## src/rtl/colour_palette_touch.sv

```systemverilog
// colour_palette_touch: debounced touch picker for a row of six palette
// buttons. It presents sticker colour codes 2..7 to the cube-state editor
// while that editor holds activate high, and 0 at all other times.
module colour_palette_touch #(
    parameter int PAL_X0          = 304,
    parameter int PAL_PITCH       = 296,
    parameter int PAL_W           = 280,
    parameter int PAL_Y0          = 100,
    parameter int PAL_H           = 195,
    parameter int DEBOUNCE_CYCLES = 4
) (
    input  logic        clk,
    input  logic        rst,
    input  logic        activate,
    input  logic [11:0] x_touch,
    input  logic [11:0] y_touch,
    input  logic        touch_input,
    output logic [2:0]  new_colour,
    output logic        colour_valid,
    output logic [2:0]  hover_idx,
    output logic        busy
);

    typedef enum logic [2:0] {
        IDLE         = 3'd0,
        WAIT_RELEASE = 3'd1,
        ARMED        = 3'd2,
        QUALIFY      = 3'd3,
        HOLD         = 3'd4
    } state_t;

    // Last count value before selection; the final hit sample completes it.
    localparam logic [7:0] COUNT_LAST = 8'(DEBOUNCE_CYCLES - 1);

    state_t      state_q, state_d;
    logic [7:0]  count_q, count_d;
    logic [2:0]  cand_q, cand_d;
    logic [2:0]  new_colour_q, new_colour_d;
    logic        colour_valid_q, colour_valid_d;
    logic [2:0]  hover_idx_q, hover_idx_d;
    logic        busy_q, busy_d;

    logic [12:0] x13, y13;
    logic        y_in_row;
    logic        hit;
    logic [2:0]  hit_idx;

    // Coordinates widened to 13 bits so upper bounds never overflow.
    assign x13      = {1'b0, x_touch};
    assign y13      = {1'b0, y_touch};
    assign y_in_row = (y13 >= 13'(PAL_Y0)) && (y13 < 13'(PAL_Y0 + PAL_H));

    // Region decode: half-open x window per button; gaps decode as no hit.
    always_comb begin
        hit     = 1'b0;
        hit_idx = 3'd0;
        for (int k = 0; k < 6; k++) begin
            if (touch_input && y_in_row &&
                (x13 >= 13'(PAL_X0 + k * PAL_PITCH)) &&
                (x13 <  13'(PAL_X0 + k * PAL_PITCH + PAL_W))) begin
                hit     = 1'b1;
                hit_idx = 3'(k);
            end
        end
    end

    // Next-state and registered-output logic; deactivation overrides everything.
    always_comb begin
        state_d        = state_q;
        count_d        = count_q;
        cand_d         = cand_q;
        new_colour_d   = new_colour_q;
        colour_valid_d = colour_valid_q;
        hover_idx_d    = hover_idx_q;

        if (!activate) begin
            state_d        = IDLE;
            count_d        = 8'd0;
            new_colour_d   = 3'd0;
            colour_valid_d = 1'b0;
            hover_idx_d    = 3'd0;
        end else begin
            unique case (state_q)
                IDLE: begin
                    // A finger still down from picking the sticker must lift first.
                    state_d = touch_input ? WAIT_RELEASE : ARMED;
                end
                WAIT_RELEASE: begin
                    if (!touch_input) state_d = ARMED;
                end
                ARMED: begin
                    if (hit) begin
                        state_d     = QUALIFY;
                        cand_d      = hit_idx;
                        count_d     = 8'd1;
                        hover_idx_d = hit_idx + 3'd1;
                    end
                end
                QUALIFY: begin
                    if (hit && (hit_idx == cand_q)) begin
                        if (count_q == COUNT_LAST) begin
                            state_d        = HOLD;
                            new_colour_d   = cand_q + 3'd2;
                            colour_valid_d = 1'b1;
                            hover_idx_d    = 3'd0;
                        end else begin
                            count_d = count_q + 8'd1;
                        end
                    end else begin
                        // Any break restarts; a new button waits for the next sample.
                        state_d     = ARMED;
                        count_d     = 8'd0;
                        hover_idx_d = 3'd0;
                    end
                end
                HOLD: begin
                    state_d = HOLD;
                end
                default: begin
                    state_d = IDLE;
                end
            endcase
        end

        busy_d = (state_d != IDLE);
    end

    // State and output registers, cleared asynchronously.
    always_ff @(posedge clk or posedge rst) begin
        if (rst) begin
            state_q        <= IDLE;
            count_q        <= 8'd0;
            cand_q         <= 3'd0;
            new_colour_q   <= 3'd0;
            colour_valid_q <= 1'b0;
            hover_idx_q    <= 3'd0;
            busy_q         <= 1'b0;
        end else begin
            state_q        <= state_d;
            count_q        <= count_d;
            cand_q         <= cand_d;
            new_colour_q   <= new_colour_d;
            colour_valid_q <= colour_valid_d;
            hover_idx_q    <= hover_idx_d;
            busy_q         <= busy_d;
        end
    end

    assign new_colour   = new_colour_q;
    assign colour_valid = colour_valid_q;
    assign hover_idx    = hover_idx_q;
    assign busy         = busy_q;

endmodule

```

## config.mk

```make
export PLATFORM = sky130hd
export DESIGN_NAME = colour_palette_touch
export DESIGN_NICKNAME = d
export VERILOG_FILES = /design/src/rtl/colour_palette_touch.sv
export SDC_FILE = /design/constraint.sdc
export NUM_CORES = 1
export LEC_CHECK = 0
export CAP_MARGIN = 20
export CORE_ASPECT_RATIO = 1.25
export CORE_MARGIN = 2
export CORE_UTILIZATION = 40
export DETAILED_ROUTE_END_ITERATION = 8
export GPL_TIMING_DRIVEN = 0
export PLACE_DENSITY = 0.66
export SLEW_MARGIN = 5
export SYNTH_ARGS = -nofsm -noshare
export SYNTH_HDL_FRONTEND = slang
export SYNTH_SLANG_ARGS = --single-unit
```

## constraint.sdc

```tcl
create_clock -name clk -period 2.8 [get_ports clk]
set_clock_uncertainty 0.2 [all_clocks]
set_input_delay 0.7 -clock clk [delete_from_list [all_inputs] [get_ports clk]]
set_output_delay 0.7 -clock clk [all_outputs]
set_load 0.02 [all_outputs]
```

==> reports/results.txt, run 1 <==
commonest non-fill, non-tap cell in the layout = dfrtp_1
distinct cell type count after synthesis = 56
RePlAce Congestion = 0.7691
Max Cap Viol = 0
worst skew pair latency = 0.26 ns
H-tree depth = 1
Reg power frac = 49.4%
DIE WIDTH = 60.33 um
Final ANT Viol Nets = 0
worst path bufs/invs = 1
Routed wire per std cell = 14.17 um
status = finished, final reports clean
initial DRC count = 58
fin crit period = 2.745 ns
CTS root buffer = clkbuf_8
cell family with the largest share of critical-path delay = compound AO/OA/AOI/OAI gates
Fin Hold WS = 0.2872 ns
Relative slew margins = 44.93%
Rows = 25
DP HPWL = 2.989 mm
Syn Inst Count = 177
Net Switching = 0.1744 mW
via count = 1523
Die H = 74.41 um
syn nets = 207
CORE AREA = 3785 um^2
setup repair after global routing missed its margin = yes
sequential element share of the synthesized area = 34.70%
Synth async-reset ratio = 100.0%
DRT Wirelength = 3.897 mm
GR Overflow Total = 0
CP max-delay cell = o311a_1
Final nets = 253
Final Max Tran Viols = 0
initial antenna violation count = 0
arrival time at the worst endpoint = 2.69 ns
syn_area_per_cell = 8.963 um^2
Primary FF master, synth = dfrtp_1
most frequent cells in the layout = 22 x dfrtp_1, 15 x buf_4, 14 x nand2_1
total die area = 4489 um^2
worst endpoint required time = 2.75 ns
critical-path cell list = clkdlybuf4s15_2 > o21a_1 > nor3_2 > nor3_1 > o311a_1 > a21oi_4 > nor2_1 > a41o_1 > a22o_1
clock sinks = 22
power per cell area = 301.4 nW/um^2
Fin. Hold Viols = 0
Crit. End Element = flop
register area = 550.5 um^2
Synthesis Warnings = 0
Synth area leader = dfrtp_1
Clock Tree Buf Depth = 2
ratio of cells with drive above 1 in the final layout = 28.05%
port bufs = 27
num ports = 36
# diodes = 0
clock slew at reported path FFs = 0.07 ns
R2R setup slack = 0.51 ns
Sw Share = 26.33%
GRT Total Usage = 18.62%
vias in the first global route = 1555
Initial Utilization = 41.92%
First-pass DRT Iterations = 4
final worst-path cycle share = 98.05%
total of fill cells in the finished design = 338
Final Setup Violations = 0
global-route wire length before repair = 6.479 mm
Worst-Margin Slew = 0.8251 ns
Worst Setup Start Kind = primary input
flops & latches, synth = 22
share of the synthesized area in the top cell type = 34.70%
Clk network pwr share = 28.4%
area delta synth->final = 38.56%
FMAX = 364.2 MHz
Num CTS Buffers = 3
Mapped Area = 1587 um^2
Leakage Power = 0.9456 nW
DRC = 0
Via density = 5.538
area of the multi-input gates = 1077 um^2
HP Class = reg -> reg
EDFF count, synth = 0
internal power = 0.4881 mW
VDD IR max = 0.1565 mV
total power = 0.6625 mW
TritonCTS clock tree = yes
Crit Path Class = in -> reg
synth top area cells = dfrtp_1 35%, nand2_1 3.3%, nor2_1 3.3%
CP max FO = 6
largest net degree at the start of global routing = 23
critical path's largest stage delay = 0.39 ns
Comb pwr share = 22.2%
## power by group through the flow
stage | clock, mW | sequential (mW) | combinational (mW)
after CTS | 0.193 | 0.327 | 0.141
after detailed placement | 0 | 0.333 | 0.131
after global routing | 0.203 | 0.328 | 0.159
after floorplan | 0 | 0.335 | 0.0760
final | 0.188 | 0.327 | 0.147
after global placement | 0 | 0.333 | 0.127
## per-stage QoR
stage / TNS [ns] / util [%] / worst slack, ns / cell area (um^2) / instances
after global routing: -0.07856 / 58.08 / -0.03013 / 2198 / 275
after global placement: -12.81 / 52.00 / -0.7922 / 1968 / 258
after floorplan: -0.7116 / - / -0.1061 / 1630 / 177
after CTS: 0 / 57.12 / 0.004909 / 2162 / 272
final: 0 / 58.08 / 0.05462 / 2198 / 275
after detailed placement: -14.16 / 52.00 / -0.8890 / 1968 / 258
## per-layer routing
metal	global-route usage, %	up-vias	wire, um
li1	-	744	-
met4	8.395	0	102
met3	1.217	12	75
met1	18.86	742	1447
met2	37.32	25	2272
met5	0	-	0
## cells by family after synthesis
family	share of synthesized area (%)
DFF	34.70
muxes	4.022
xor gates and xnor gates	2.209
buffers and inverters	6.072
and+or+nand+nor	30.05
AOI/OAI and AO/OA	21.37
adders and majority gates	1.577
## worst reg2reg max path, stage by stage (launching register included)
cell     delay (ns)
dfrtp_1        0.40
ha_1           0.24
nor4b_1        0.32
nand2_1        0.27
nor4_4         0.33
buf_4          0.18
mux2i_1        0.19
nor2_1         0.05
## sequential cells by signal, summed over array words and instances, names as in the netlist
signal	count
state_q	3
busy	1
hover_idx	3
count_q	8
new_colour	3
cand_q	3
colour_valid	1
## worst paths after layout
kind / to / cells after the start / start
setup / recovery: hover_idx[1]$_DFFE_PP0P_ / 9 / x_touch[3]
hold / removal: hover_idx[2]$_DFFE_PP0P_ / 1 / hover_idx[2]$_DFFE_PP0P_
setup reg to reg: new_colour[1]$_DFFE_PP0P_ / 7 / count_q[0]$_DFFE_PP0P_
hold reg to reg: hover_idx[2]$_DFFE_PP0P_ / 1 / hover_idx[2]$_DFFE_PP0P_
max in group asynchronous: state_q[1]$_DFF_PP0_ / 2 / rst
min in group asynchronous: new_colour[1]$_DFFE_PP0P_ / 2 / rst
## synthesized netlist by cell type, types with 2 or more instances
cell,count
nor2b_1,4
mux2i_1,3
a31oi_1,3
mux2_2,3
o21ai_1,5
buf_6,2
nor4b_1,4
nand2_1,14
o21ai_0,5
nor4_4,2
nand4_1,2
ha_1,2
buf_4,2
a21o_1,3
and3_1,2
a22o_1,2
nand3b_1,2
dfrtp_1,22
a211oi_1,3
nand2b_1,2
nand3_1,9
xnor2_1,3
inv_1,13
nor3_1,9
a21oi_1,6
buf_2,2
nor2_1,14
and2_1,5
o21a_1,2
## cell type report
type,instances,area share [%]
plain buffers,6,2.732
well taps,54,3.073
flip-flops and latches,22,25.04
inverters,13,2.220
repair buffers,41,16.05
multi-input cells,136,49.00
clock buffers,3,1.878
## timing repair
action                                  CTS  global route
endpoints found under the setup margin   21            19
hold buffers                              0             0
gates resized for setup                  43            22
pin swaps                                17            15
setup buffers                            11             3
Power figures use the tool's default switching activity.
==> inputs of run 2 (changes only) <==
Settings changed: CORE_MARGIN 2 to not set, CTS_CLUSTER_SIZE set to 12.
==> reports/results.txt, run 2 (synthesis gave the netlist of run 1 again) <==
ratio of cells with drive above 1 in the final layout = 29.28%
Clk network pwr share = 32.6%
worst skew pair latency = 0.27 ns
status = finished, final reports clean
TritonCTS clock tree = yes
TNS Setup = 0 ns
Clock Tree Buf Depth = 2
Net Switching = 0.1900 mW
CP max FO = 6
clock sinks = 22
total die area = 4224 um^2
HP Class = reg -> reg
Final Max Tran Viols = 0
most frequent cells in the layout = 22 x dfrtp_1, 14 x nand2_1, 13 x inv_1, 13 x buf_4, 13 x nor2_1
DP HPWL = 3.032 mm
commonest non-fill, non-tap cell in the layout = dfrtp_1
num ports = 36
initial DRC count = 61
RePlAce Congestion = 0.7829
DRC = 0
post-route setup slack = 0.05703 ns
final worst-path cycle share = 97.96%
Final nets = 253
VDD IR max = 0.1386 mV
H-tree depth = 1
area delta synth->final = 40.62%
setup repair after global routing missed its margin = yes
Rows = 25
Fin Hold WS = 0.2821 ns
Initial Utilization = 41.92%
via count = 1530
First-pass DRT Iterations = 4
Worst Setup Start Kind = primary input
largest net degree at the start of global routing = 23
final core occ = 58.94%
fin crit period = 2.743 ns
CTS Hold Bufs = 0
Die H = 72.41 um
total power = 0.7093 mW
largest register by flop count = count_q
final design instance area without fill = 2231 um^2
worst endpoint required time = 2.80 ns
max FFs per register = 8
arrival time at the worst endpoint = 2.74 ns
Fin. Hold Viols = 0
final cell count without fillers = 276
Final ANT Viol Nets = 0
Crit. End Element = flop
Sw Share = 26.79%
Crit Path Class = in -> reg
DRT Wirelength = 4.032 mm
GRT Total Usage = 20.94%
vias in the first global route = 1561
Relative slew margins = 44.16%
# placed instances = 258
Via density = 5.543
global-route wire length before repair = 6.837 mm
power per cell area = 318.0 nW/um^2
Leakage Power = 0.9661 nW
clock slew at reported path FFs = 0.08 ns
FMAX = 364.6 MHz
Comb pwr share = 21.3%
internal power = 0.5193 mW
CORE AREA = 3785 um^2
post-place setup slack = -0.8521 ns
total of fill cells in the finished design = 339
GR Overflow Total = 0
initial antenna violation count = 0
Num CTS Buffers = 3
CTS root buffer = clkbuf_8
port bufs = 27
DP Area = 1968 um^2
Final Setup Violations = 0
Worst-Margin Slew = 0.8366 ns
Max Cap Viol = 0
DIE WIDTH = 58.33 um
Routed wire per std cell = 14.61 um
# diodes = 0
Reg power frac = 46.1%
==> run 2: final timing paths <==
path                       cells past startpoint                        end                     start  slack, ns
max                                           10     count_q[1]$_DFFE_PP0P_                x_touch[3]       0.06
min                                            1   hover_idx[2]$_DFFE_PP0P_  hover_idx[2]$_DFFE_PP0P_       0.28
max reg2reg                                    7  new_colour[1]$_DFFE_PP0P_    count_q[0]$_DFFE_PP0P_       0.52
min reg2reg                                    1   hover_idx[2]$_DFFE_PP0P_  hover_idx[2]$_DFFE_PP0P_       0.28
max in group asynchronous                      2   hover_idx[1]$_DFFE_PP0P_                       rst       1.18
min in group asynchronous                      2  new_colour[0]$_DFFE_PP0P_                       rst       0.70
==> run 2: metal layers <==
metal | GRT usage (%) | vias up | share of wire, %
met4 | 11.11 | 0 | 2.3
met5 | 0 | - | 0
met3 | 1.961 | 11 | 1.7
met2 | 41.51 | 27 | 59
met1 | 20.81 | 744 | 37
li1 | - | 748 | -
==> run 2: timing repair <==
action,CTS,global route
resized for setup,47,24
pin swaps,18,16
buffers inserted,10,3
endpoints found under the setup margin,21,19
gates cloned,1,0
endpoints found under the hold margin,0,0
==> run 2: final cells by class <==
cell class | instances | area [um^2] | area share, %
buffer | 6 | 67.56 | 3.029
clock buffer | 4 | 55.05 | 2.468
inverter | 13 | 48.80 | 2.187
multi-input combinational | 136 | 1087 | 48.74
sequential | 22 | 550.5 | 24.68
tap | 54 | 67.56 | 3.029
timing repair buffer | 41 | 354.1 | 15.87
==> run 2: power groups by stage <==
| stage | registers [mW] | logic, mW | clock network [mW] |
|---|---|---|---|
| final | 0.327 | 0.151 | 0.231 |
| after floorplan | 0.335 | 0.0760 | 0 |
| after global routing | 0.327 | 0.164 | 0.243 |
| after CTS | 0.327 | 0.146 | 0.231 |
| after global placement | 0.333 | 0.127 | 0 |
| after detailed placement | 0.333 | 0.132 | 0 |
==> run 2: critical path, stage by stage <==
cell and delay [ns]:
clkdlybuf4s15_2 0.23, o21a_1 0.20, nor3_2 0.22, nor3_1 0.12, o311a_1 0.39, a21oi_4 0.23, nor4_4 0.06, buf_4 0.16
a21oi_4 0.21, mux2i_1 0.20
